File: src/rtl/car_pkg.sv
// Shared types and constants for the car simulator front-end blocks.
package car_pkg;

  // Power-button FSM states.
  typedef enum logic [2:0] {
    ST_OFF          = 3'd0,
    ST_ARMING       = 3'd1,
    ST_ON_WAIT_REL  = 3'd2,
    ST_ON           = 3'd3,
    ST_OFF_WAIT_REL = 3'd4
  } pwr_state_e;

  // Drive-mode encodings seen by the top level.
  localparam logic [1:0] MODE_OFF    = 2'b00;
  localparam logic [1:0] MODE_MANUAL = 2'b01;
  localparam logic [1:0] MODE_SEMI   = 2'b10;
  localparam logic [1:0] MODE_AUTO   = 2'b11;

  // Default timing at 100 MHz: 20 ms debounce, 1 s long press.
  localparam int DEF_DEBOUNCE_CYCLES   = 2_000_000;
  localparam int DEF_LONG_PRESS_CYCLES = 100_000_000;

  // Decode switches {auto, semi, manual}: bit 2 = exactly one set, [1:0] = mode.
  function automatic logic [2:0] decode_switches(input logic [2:0] sw);
    logic [2:0] res;
    case (sw)
      3'b001:  res = {1'b1, MODE_MANUAL};
      3'b010:  res = {1'b1, MODE_SEMI};
      3'b100:  res = {1'b1, MODE_AUTO};
      default: res = {1'b0, MODE_OFF};
    endcase
    return res;
  endfunction

endpackage

File: src/rtl/btn_debounce.sv
// Two-flop synchronizer followed by a stability-counter debouncer.
module btn_debounce
  import car_pkg::*;
#(
  parameter int DEBOUNCE_CYCLES = DEF_DEBOUNCE_CYCLES
) (
  input  logic clk,
  input  logic rst,
  input  logic btn_raw,
  output logic btn_db
);

  localparam int CW = (DEBOUNCE_CYCLES > 1) ? $clog2(DEBOUNCE_CYCLES) : 1;
  localparam logic [CW-1:0] CNT_MAX = CW'(DEBOUNCE_CYCLES - 1);

  logic          sync1;
  logic          sync2;
  logic [CW-1:0] cnt;

  // Bring the asynchronous button into the clk domain.
  always_ff @(posedge clk or negedge rst) begin
    if (!rst) begin
      sync1 <= 1'b0;
      sync2 <= 1'b0;
    end else begin
      sync1 <= btn_raw;
      sync2 <= sync1;
    end
  end

  // Accept a new level only after it has differed from btn_db long enough.
  always_ff @(posedge clk or negedge rst) begin
    if (!rst) begin
      cnt    <= '0;
      btn_db <= 1'b0;
    end else if (sync2 != btn_db) begin
      if (cnt == CNT_MAX) begin
        btn_db <= sync2;
        cnt    <= '0;
      end else begin
        cnt <= cnt + 1'b1;
      end
    end else begin
      cnt <= '0;
    end
  end

endmodule

File: src/rtl/power_mode_ctrl.sv
// Power button long-press FSM, force-off handling and drive-mode register.
module power_mode_ctrl
  import car_pkg::*;
#(
  parameter int DEBOUNCE_CYCLES   = DEF_DEBOUNCE_CYCLES,
  parameter int LONG_PRESS_CYCLES = DEF_LONG_PRESS_CYCLES
) (
  input  logic       clk,
  input  logic       rst,
  input  logic       power_btn,
  input  logic       manul_mode,
  input  logic       semi_auto_mode,
  input  logic       auto_mode,
  input  logic       force_off,
  output logic       power_state,
  output logic [1:0] mode,
  output logic       power_on_pulse,
  output pwr_state_e dbg_state
);

  localparam int HW = (LONG_PRESS_CYCLES > 1) ? $clog2(LONG_PRESS_CYCLES) : 1;
  localparam logic [HW-1:0] HOLD_MAX = HW'(LONG_PRESS_CYCLES - 1);

  logic          btn_db;
  logic          db_prev;
  logic [2:0]    sw_s1;
  logic [2:0]    sw_s2;
  logic [2:0]    sw_dec;
  pwr_state_e    state;
  pwr_state_e    state_nxt;
  logic [HW-1:0] hold_cnt;
  logic [HW-1:0] hold_nxt;
  logic          pulse_nxt;
  logic          powered_nxt;
  logic [1:0]    mode_nxt;

  btn_debounce #(
    .DEBOUNCE_CYCLES(DEBOUNCE_CYCLES)
  ) u_debounce (
    .clk    (clk),
    .rst    (rst),
    .btn_raw(power_btn),
    .btn_db (btn_db)
  );

  assign dbg_state = state;
  assign sw_dec    = decode_switches(sw_s2);

  // Synchronize the mode switches (levels only, no debounce) and keep the
  // previous debounced button level for edge detection in ON.
  always_ff @(posedge clk or negedge rst) begin
    if (!rst) begin
      sw_s1   <= 3'b000;
      sw_s2   <= 3'b000;
      db_prev <= 1'b0;
    end else begin
      sw_s1   <= {auto_mode, semi_auto_mode, manul_mode};
      sw_s2   <= sw_s1;
      db_prev <= btn_db;
    end
  end

  // Next state, hold counter and registered-output values.
  always_comb begin
    state_nxt = state;
    hold_nxt  = hold_cnt;
    pulse_nxt = 1'b0;
    case (state)
      ST_OFF: begin
        if (btn_db && !force_off) begin
          state_nxt = ST_ARMING;
          hold_nxt  = '0;
        end
      end
      ST_ARMING: begin
        if (force_off) begin
          state_nxt = ST_OFF_WAIT_REL;
        end else if (!btn_db) begin
          state_nxt = ST_OFF;
        end else if (hold_cnt == HOLD_MAX) begin
          state_nxt = ST_ON_WAIT_REL;
          pulse_nxt = 1'b1;
        end else begin
          hold_nxt = hold_cnt + 1'b1;
        end
      end
      ST_ON_WAIT_REL: begin
        if (force_off) begin
          state_nxt = ST_OFF_WAIT_REL;
        end else if (!btn_db) begin
          state_nxt = ST_ON;
        end
      end
      ST_ON: begin
        if (force_off || (btn_db && !db_prev)) begin
          state_nxt = ST_OFF_WAIT_REL;
        end
      end
      ST_OFF_WAIT_REL: begin
        if (!force_off && !btn_db) begin
          state_nxt = ST_OFF;
        end
      end
      default: state_nxt = ST_OFF;
    endcase

    powered_nxt = (state_nxt == ST_ON_WAIT_REL) || (state_nxt == ST_ON);

    mode_nxt = mode;
    if (!powered_nxt) begin
      mode_nxt = MODE_OFF;
    end else if (pulse_nxt) begin
      mode_nxt = sw_dec[2] ? sw_dec[1:0] : MODE_MANUAL;
    end else if (sw_dec[2]) begin
      mode_nxt = sw_dec[1:0];
    end
  end

  // State register and registered outputs.
  always_ff @(posedge clk or negedge rst) begin
    if (!rst) begin
      state          <= ST_OFF;
      hold_cnt       <= '0;
      power_state    <= 1'b0;
      mode           <= MODE_OFF;
      power_on_pulse <= 1'b0;
    end else begin
      state          <= state_nxt;
      hold_cnt       <= hold_nxt;
      power_state    <= powered_nxt;
      mode           <= mode_nxt;
      power_on_pulse <= pulse_nxt;
    end
  end

endmodule

File: config.mk
export PLATFORM = sky130hd
export DESIGN_NAME = power_mode_ctrl
export DESIGN_NICKNAME = d
export VERILOG_FILES = /design/src/rtl/car_pkg.sv /design/src/rtl/btn_debounce.sv /design/src/rtl/power_mode_ctrl.sv
export SDC_FILE = /design/constraint.sdc
export NUM_CORES = 1
export LEC_CHECK = 0
export CAP_MARGIN = 20
export CORE_MARGIN = 2
export CORE_UTILIZATION = 25
export DETAILED_ROUTE_END_ITERATION = 8
export GPL_TIMING_DRIVEN = 0
export PLACE_DENSITY = 0.4
export SYNTH_ARGS = -nofsm -noshare
export SYNTH_HDL_FRONTEND = slang
export SYNTH_SLANG_ARGS = --single-unit
File: constraint.sdc
create_clock -name clk -period 2.52 [get_ports clk]
set_clock_uncertainty 0.05 [all_clocks]
set_input_delay 0.504 -clock clk [delete_from_list [all_inputs] [get_ports clk]]
set_output_delay 0.504 -clock clk [all_outputs]
set_load 0.01 [all_outputs]
==> results of run 1 <==
final timing paths:
path                       cells past startpoint               startpoint                       end
hold reg to reg                                0       sw_s1[1]$_DFF_PN0_        sw_s2[1]$_DFF_PN0_
min in group clk                               0       sw_s1[1]$_DFF_PN0_        sw_s2[1]$_DFF_PN0_
setup / recovery                               7  hold_cnt[8]$_DFFE_PN0P_  hold_cnt[14]$_DFFE_PN0P_
hold / removal                                 2                      rst  hold_cnt[22]$_DFFE_PN0P_
max in group asynchronous                      2                      rst  hold_cnt[12]$_DFFE_PN0P_
setup reg to reg                               7  hold_cnt[8]$_DFFE_PN0P_  hold_cnt[14]$_DFFE_PN0P_
area by class of cell:
type                            instances  area (sq um)
Fill cell                            1326          8640
Clock buffer                           10           239
Timing Repair Buffer                   15           161
Buffer                                 13          82.6
Inverter                                3          11.3
Sequential cell                        65          1630
Tap cell                              172           215
Multi-Input combinational cell        237          1500
Clock inverter                          6          91.3
worst register-to-register path, stage by stage (launching register included):
cell,delay [ns]
dfrtp_1,0.46
or4b_4,0.60
nor4_4,0.35
a41o_1,0.34
buf_6,0.17
buf_6,0.15
o31ai_1,0.08
a21oi_1,0.14
what timing repair did:
action                     4_1_cts  5_1_grt
setup endpoints to repair       16       18
pin swaps                        0        2
setup buffers                    0        1
resized for setup                3        5
hold endpoints to repair         0        0
synth_stat cells:
master     count
dfrtp_1       65
nor2_1        41
nand2_1       21
nand3_1       21
xor2_1        20
nand4_1       16
a21oi_1       15
xnor2_1       12
and3_1         9
or4_1          9
clkbuf_1       8
o31ai_1        8
nand2b_1       6
o21ai_0        6
or3_1          5
buf_6          4
nand3b_1       4
nor4_1         4
a211oi_1       3
and4_1         3
inv_1          3
nor3_1         3
o21ai_1        3
a2111oi_0      2
a22o_1         2
and2_1         2
buf_2          2
ha_1           2
mux2i_1        2
nor4_2         2
o21bai_1       2
or2_2          2
a21boi_0       1
a221oi_1       1
a32oi_1        1
a41o_1         1
a41oi_1        1
mux2_2         1
nand4bb_1      1
nor4b_1        1
o21a_1         1
or4b_1         1
or4b_2         1
or4b_4         1
flip-flops by register name, indices dropped and copies added (netlist names):
register           cells
sw_s1                  3
u_debounce.sync2       1
sw_s2                  3
dbg_state              3
u_debounce.btn_db      1
mode                   2
power_state            1
hold_cnt              27
u_debounce.cnt        21
power_on_pulse         1
u_debounce.sync1       1
db_prev                1
power by group through the flow:
stage / Clock, mW / Combinational, mW / Sequential [mW]
finish: 1.37 / 0.0623 / 1.07
detailed placement: 0 / 0.0657 / 1.09
global route: 1.47 / 0.0728 / 1.07
global placement: 0 / 0.0608 / 1.09
CTS: 1.42 / 0.0653 / 1.07
floorplan: 0 / 0.0200 / 1.08
metal layers:
layer  wire length, um  vias up  part of all wire, %  GRT usage [%]
met5                 0        -                    0              0
met4                75        0                  1.0           3.06
met3               220        7                  3.0           3.86
met2              3350       26                   46           17.6
met1              3590     1170                   50           15.6
li1                  -     1204                    -              -
stage by stage:
| stage | hold slack (ns) | instances |
|---|---|---|
| global route | 0.142 | 521 |
| global placement | 0.282 | 504 |
| CTS | 0.137 | 521 |
| detailed placement | 0.287 | 505 |
| floorplan | 0.158 | 319 |
| finish | 0.124 | 521 |
logic make-up (layout without fill, tap and decap cells):
| family | Yosys count | after routing | share of synthesized area (%) |
|---|---|---|---|
| AOI/OAI and AO/OA | 47 | 47 | 9.52 |
| xor gates and xnor gates | 32 | 32 | 8.77 |
| adders and majority gates | 2 | 2 | 0.783 |
| buffers and inverters | 17 | 47 | 3.02 |
| DFF | 65 | 65 | 50.9 |
| muxes | 3 | 3 | 0.979 |
| and+or+nand+nor | 153 | 153 | 26.0 |
==> impl_metrics.csv, run 1 <==
group,metric,value,unit
setup_path,timing_worst_setup_path_type,"reg -> reg",
power_and_ir_drop,power.internal,1.97,mW
finish,fin_util,31.3,%
clock_network,h-tree-depth,3,
setup_path,critical-path-max-stage-delay,0.60,ns
setup_path,end_kind,"flip-flop",
setup_path,cpMostUsedCell,"buf_6",
power_and_ir_drop,vdd_drop_max,0.294,mV
yosys,synth_warnings,0,
yosys,syn_avg_cell_area,10.0,sq um
yosys,synth.top_cell.area_share,50.9,%
timing,layout_min_cycle_time,2.42,ns
detailed_routing,drtPass1Iterations,4,
finish,final_area,3930,sq um
detailed_routing,via_per_inst,4.62,
yosys,synth_area_leaders,"dfrtp_1 51%, xor2_1 5.5%, nor2_1 4.8%, nand3_1 3.3%, xnor2_1 3.3%",
finish,antenna_cells,0,
timing,slew_headroom,44.8,%
power_and_ir_drop,leakagePower,1.61,nW
setup_path,cp_data_arrival_time,2.62,ns
timing,fin_setup_tns,0,ns
global_routing,grt_pass1_vias,2417,
setup_path,cp_cell_sequence,"or4b_4 -> nor4_4 -> a41o_1 -> buf_6 -> buf_6 -> o31ai_1 -> a21oi_1",
global_routing,grtUsageTotal,11.5,%
finish,area_growth,23.0,%
timing,finalWorstSetupSlack,0.0972,ns
clock_network,numClockSinks,65,
detailed_routing,first_iter_violations,182,
placed_design,pre_cts_ws,-0.469,ns
finish,final_cell_mix,"65 x dfrtp_1, 41 x nor2_1, 21 x nand3_1, 21 x nand2_1, 20 x xor2_1",
setup_path,cpLargestDelayFamily,"simple AND/OR/NAND/NOR gates",
timing,finalSetupViolations,0,
detailed_routing,avgRoutedWirePerCell,13.9,um
clock_network,clk_latency,0.33,ns
placed_design,finalWeightedCongestion,0.739,
setup_path,path_max_fanout,10,
floorplanning,core_area,12600,sq um
power_and_ir_drop,power.switching,532,uW
yosys,ys_types,44,
placed_design,placement.cell_area,3570,sq um
setup_path,cpMaxStageDelayCell,"or4b_4",
finish,drive_gt1_share,10.6,%
timing,finalMaxSlewViolations,0,
global_routing,grt_pass1_wl,12100,um
floorplanning,ios,14,
floorplanning,rows,41,
floorplanning,fp.dieW,117,um
clock_network,cts_hold_buf,0,
placed_design,io_buffers,13,
hold_path,hp-class,"in -> async",
setup_path,cp.required,2.71,ns
setup_path,critPathLaunchType,"flip-flop",
timing,grt_setup_unrepaired,"false",
global_routing,grt_start_max_net_pins,66,
detailed_routing,drc,0,
clock_network,cts_tree,"yes",
global_routing,overflow,0,
timing,hold_viol,0,
power_and_ir_drop,p_sw_share,21.2,%
power_and_ir_drop,total_power,2.50,mW
setup_path,reg2reg_slack,0.1,ns
timing,timing.final.crit_share,96.1,%
floorplanning,initial_core_util,25.4,%
detailed_routing,routed_wl,7240,um
power_and_ir_drop,clock_power_share,54.9,%
floorplanning,die_area,13700,sq um
power_and_ir_drop,seqPwrFrac,42.6,%
floorplanning,die_h,117,um
yosys,synth.largest_area_cell,"dfrtp_1",
detailed_routing,drtAntennaViolNets,0,
yosys,syn_area,3190,sq um
clock_network,clock-root-buffer,"clkbuf_16",
yosys,syn-instance-count,319,
flow_run,drv_cap,0,
yosys,syn-num-nets,328,
finish,final_common_cell,"dfrtp_1",
clock_network,cts_made_buffers,9,
power_and_ir_drop,pwr-share-comb,2.5,%
timing,fmax,0.413,GHz
timing,tightest_slew,0.821,ns
yosys,synth_seq_area_share,50.9,%
global_routing,antenna_found_initial,0,
placed_design,dp_hpwl,4740,um
setup_path,crit_buf_inv,2,
run_status,status,"finished clean",
clock_network,cts.reportedPaths.clkPinSlew,0.05,ns
power_and_ir_drop,powerDensity,638,nW/um^2
detailed_routing,dr_total_vias,2407,
clock_network,cts_buffer_depth,2,
finish,nets,353,
yosys,synth-seq-cells,65,
No activity file was read; power rests on OpenSTA's default activity.
==> run 2: changes to the inputs <==
Settings changed: PLACE_DENSITY 0.4 to default, PLACE_DENSITY_LB_ADDON from default to 0.1, SETUP_SLACK_MARGIN from default to 0.2, SYNTH_HIERARCHICAL from default to 1.
==> impl_metrics.csv, run 2 <==
group,metric,value,unit
yosys,synth_top_cells_by_count,"65 x dfrtp_1, 44 x nor2_1, 24 x nand2_1",
yosys,synth_seq_area_share,49.1,%
clock_network,clock-root-buffer,"clkbuf_16",
yosys,ys_types,54,
setup_path,timing_worst_setup_path_type,"reg -> reg",
timing,hold_viol,0,
yosys,syn_avg_cell_area,9.89,sq um
clock_network,cts_buffer_depth,2,
finish,area_growth,21.7,%
yosys,synth-edff-count,0,
clock_network,numClockSinks,65,
finish,fin_util,30.8,%
yosys,syn-instance-count,335,
hold_path,hp-class,"in -> async",
timing,fmax,0.469,GHz
yosys,synth.largest_area_cell,"dfrtp_1",
yosys,synth_warnings,6,
finish,antenna_cells,0,
detailed_routing,drtAntennaViolNets,0,
finish,fillers,1376,
setup_path,timing.rr.start,"u_debounce/cnt[9]$_DFF_PN0_",
power_and_ir_drop,powerDensity,588,nW/um^2
timing,slew_headroom,56.2,%
placed_design,finalWeightedCongestion,0.782,
finish,top_register,"hold_cnt",
yosys,syn-num-nets,344,
flow_run,drv_cap,0,
finish,nets,371,
detailed_routing,avgRoutedWirePerCell,14.6,um
finish,reg.largest.list,"hold_cnt: 27 flops, u_debounce/cnt: 21 flops",
floorplanning,fp.dieW,119,um
setup_path,cp_data_arrival_time,2.30,ns
global_routing,grt_pass1_vias,2510,
yosys,synth_area_leaders,"dfrtp_1 49%, xnor2_1 5.6%, nor2_1 5.0%, nand4_1 3.8%, nand3_1 3.3%",
finish,final_common_cell,"dfrtp_1",
yosys,synth.top_cell.area_share,49.1,%
finish,largest_register_ffs,27,
run_status,status,"finished clean",
floorplanning,die_h,119,um
yosys,syn_area,3310,sq um
power_and_ir_drop,vdd_drop_max,0.242,mV
timing,finalSetupViolations,0,
floorplanning,initial_core_util,25.3,%
setup_path,cp.required,2.69,ns
clock_network,h-tree-depth,3,
setup_path,end_kind,"flip-flop",
yosys,synth-seq-cells,65,
detailed_routing,drc,0,
finish,final_cell_mix,"65 x dfrtp_1, 44 x nor2_1, 24 x nand2_1, 21 x nand3_1, 21 x xnor2_1",
finish,drive_gt1_share,11.2,%
timing,timing.final.crit_share,84.7,%
timing,tightest_slew,0.651,ns
setup_path,r2r-end,"u_debounce/cnt[13]$_DFF_PN0_",
setup_path,path_max_fanout,10,
setup_path,critPathLaunchType,"flip-flop",
yosys,yosysMostFrequentCell,"dfrtp_1",
clock_network,cts_made_buffers,9,
power_and_ir_drop,leakagePower,1.61,nW
power_and_ir_drop,total_power,2.37,mW
clock_network,cts.reportedPaths.clkPinSlew,0.06,ns
detailed_routing,via_per_inst,4.73,
timing,grt_setup_unrepaired,"false",
setup_path,r2r_cells,6,
global_routing,overflow,0,
global_routing,grtUsageTotal,12.2,%
floorplanning,ios,14,
clock_network,cts_hold_buf,0,
detailed_routing,routed_wl,7950,um
detailed_routing,drtPass1Iterations,4,
timing,finalMaxSlewViolations,0,
clock_network,cts_tree,"yes",
floorplanning,rows,42,
timing,layout_min_cycle_time,2.13,ns
placed_design,io_buffers,13,
yosys,synth_flop_cell,"dfrtp_1",
detailed_routing,first_iter_violations,132,
global_routing,antenna_found_initial,0,
setup_path,reg2reg_slack,0.39,ns
clock_network,clk_latency,0.33,ns
detailed_routing,dr_total_vias,2568,
yosys,async_reset_ff_share,100,%
global_routing,grt_pass1_wl,13600,um
global_routing,grt_start_max_net_pins,47,
floorplanning,die_area,14200,sq um
floorplanning,core_area,13100,sq um
placed_design,dp_hpwl,5510,um
run 2: critical path, cell delays in order, from the launching register on:
cell and delay (ns):
dfrtp_1 0.37, buf_6 0.13, or4b_1 0.50, or4_4 0.47, o21ai_4 0.27, buf_6 0.18
nor2_1 0.05
run 2: repair_timing:
action / CTS / global route
resized for setup: 0 / 7
setup buffers: 0 / 2
endpoints found under the setup margin: 0 / 27
run 2: report_power, final:
part	leakage [nW]	internal, mW	switching [mW]
Sequential	0.861	1.05	0.0107
Combinational	0.608	0.0260	0.0378
Clock	0.142	0.789	0.454
Total	1.61	1.87	0.503
run 2: worst max path at each step:
| stage | start | endpoint | slack [ns] |
|---|---|---|---|
| after CTS | force_off | hold_cnt[22]$_DFFE_PN0P_ | 0.24 |
| after detailed placement | force_off | hold_cnt[22]$_DFFE_PN0P_ | -0.13 |
| after global placement | rst | sw_s1[0]$_DFF_PN0_ | -1.63 |
| final | u_debounce/cnt[9]$_DFF_PN0_ | u_debounce/cnt[13]$_DFF_PN0_ | 0.39 |
| after global routing | u_debounce/cnt[0]$_DFF_PN0_ | u_debounce/btn_db$_DFFE_PN0P_ | 0.27 |
| after floorplan | u_debounce/cnt[9]$_DFF_PN0_ | u_debounce/btn_db$_DFFE_PN0P_ | 0.50 |
run 2: layout make-up:
type | count | area, sq um | area share [%]
buffer | 13 | 78.8 | 1.96
tap | 176 | 220 | 5.46
multi-input combinational | 249 | 1590 | 39.5
clock buffer | 11 | 243 | 6.02
inverter | 8 | 30.0 | 0.745
timing repair buffer | 16 | 185 | 4.59
sequential | 65 | 1630 | 40.3
clock inverter | 5 | 55.1 | 1.37
run 2: cells by family after synthesis:
kind of cell | synth area share [%]
adders and majority gates | 0.755
muxes | 0.680
DFF | 49.1
xor gates and xnor gates | 8.19
buffers and inverters | 3.17
AOI/OAI and AO/OA | 9.29
and+or+nand+nor | 28.8
run 2: per-stage QoR:
stage          area [sq um]  setup WS, ns  hold WS (ns)  cells  setup TNS [ns]
2_1_floorplan          3310         0.495         0.158    335               0
3_3_place_gp           3660         -1.63         0.283    524         -106.63
3_5_place_dp           3690        -0.126         0.286    525           -1.02
4_1_cts                3990         0.241        0.0145    541               0
5_1_grt                4030         0.273        0.0223    543               0
6_report               4030         0.387        0.0132    543               0
run 2: metal layers:
metal	vias to the layer above	GRT usage, %	share of wire, %
met5	-	0	0
met2	30	16.8	42
met1	1239	18.1	53
met4	0	6.47	2.1
met3	11	2.11	2.4
li1	1288	-	-
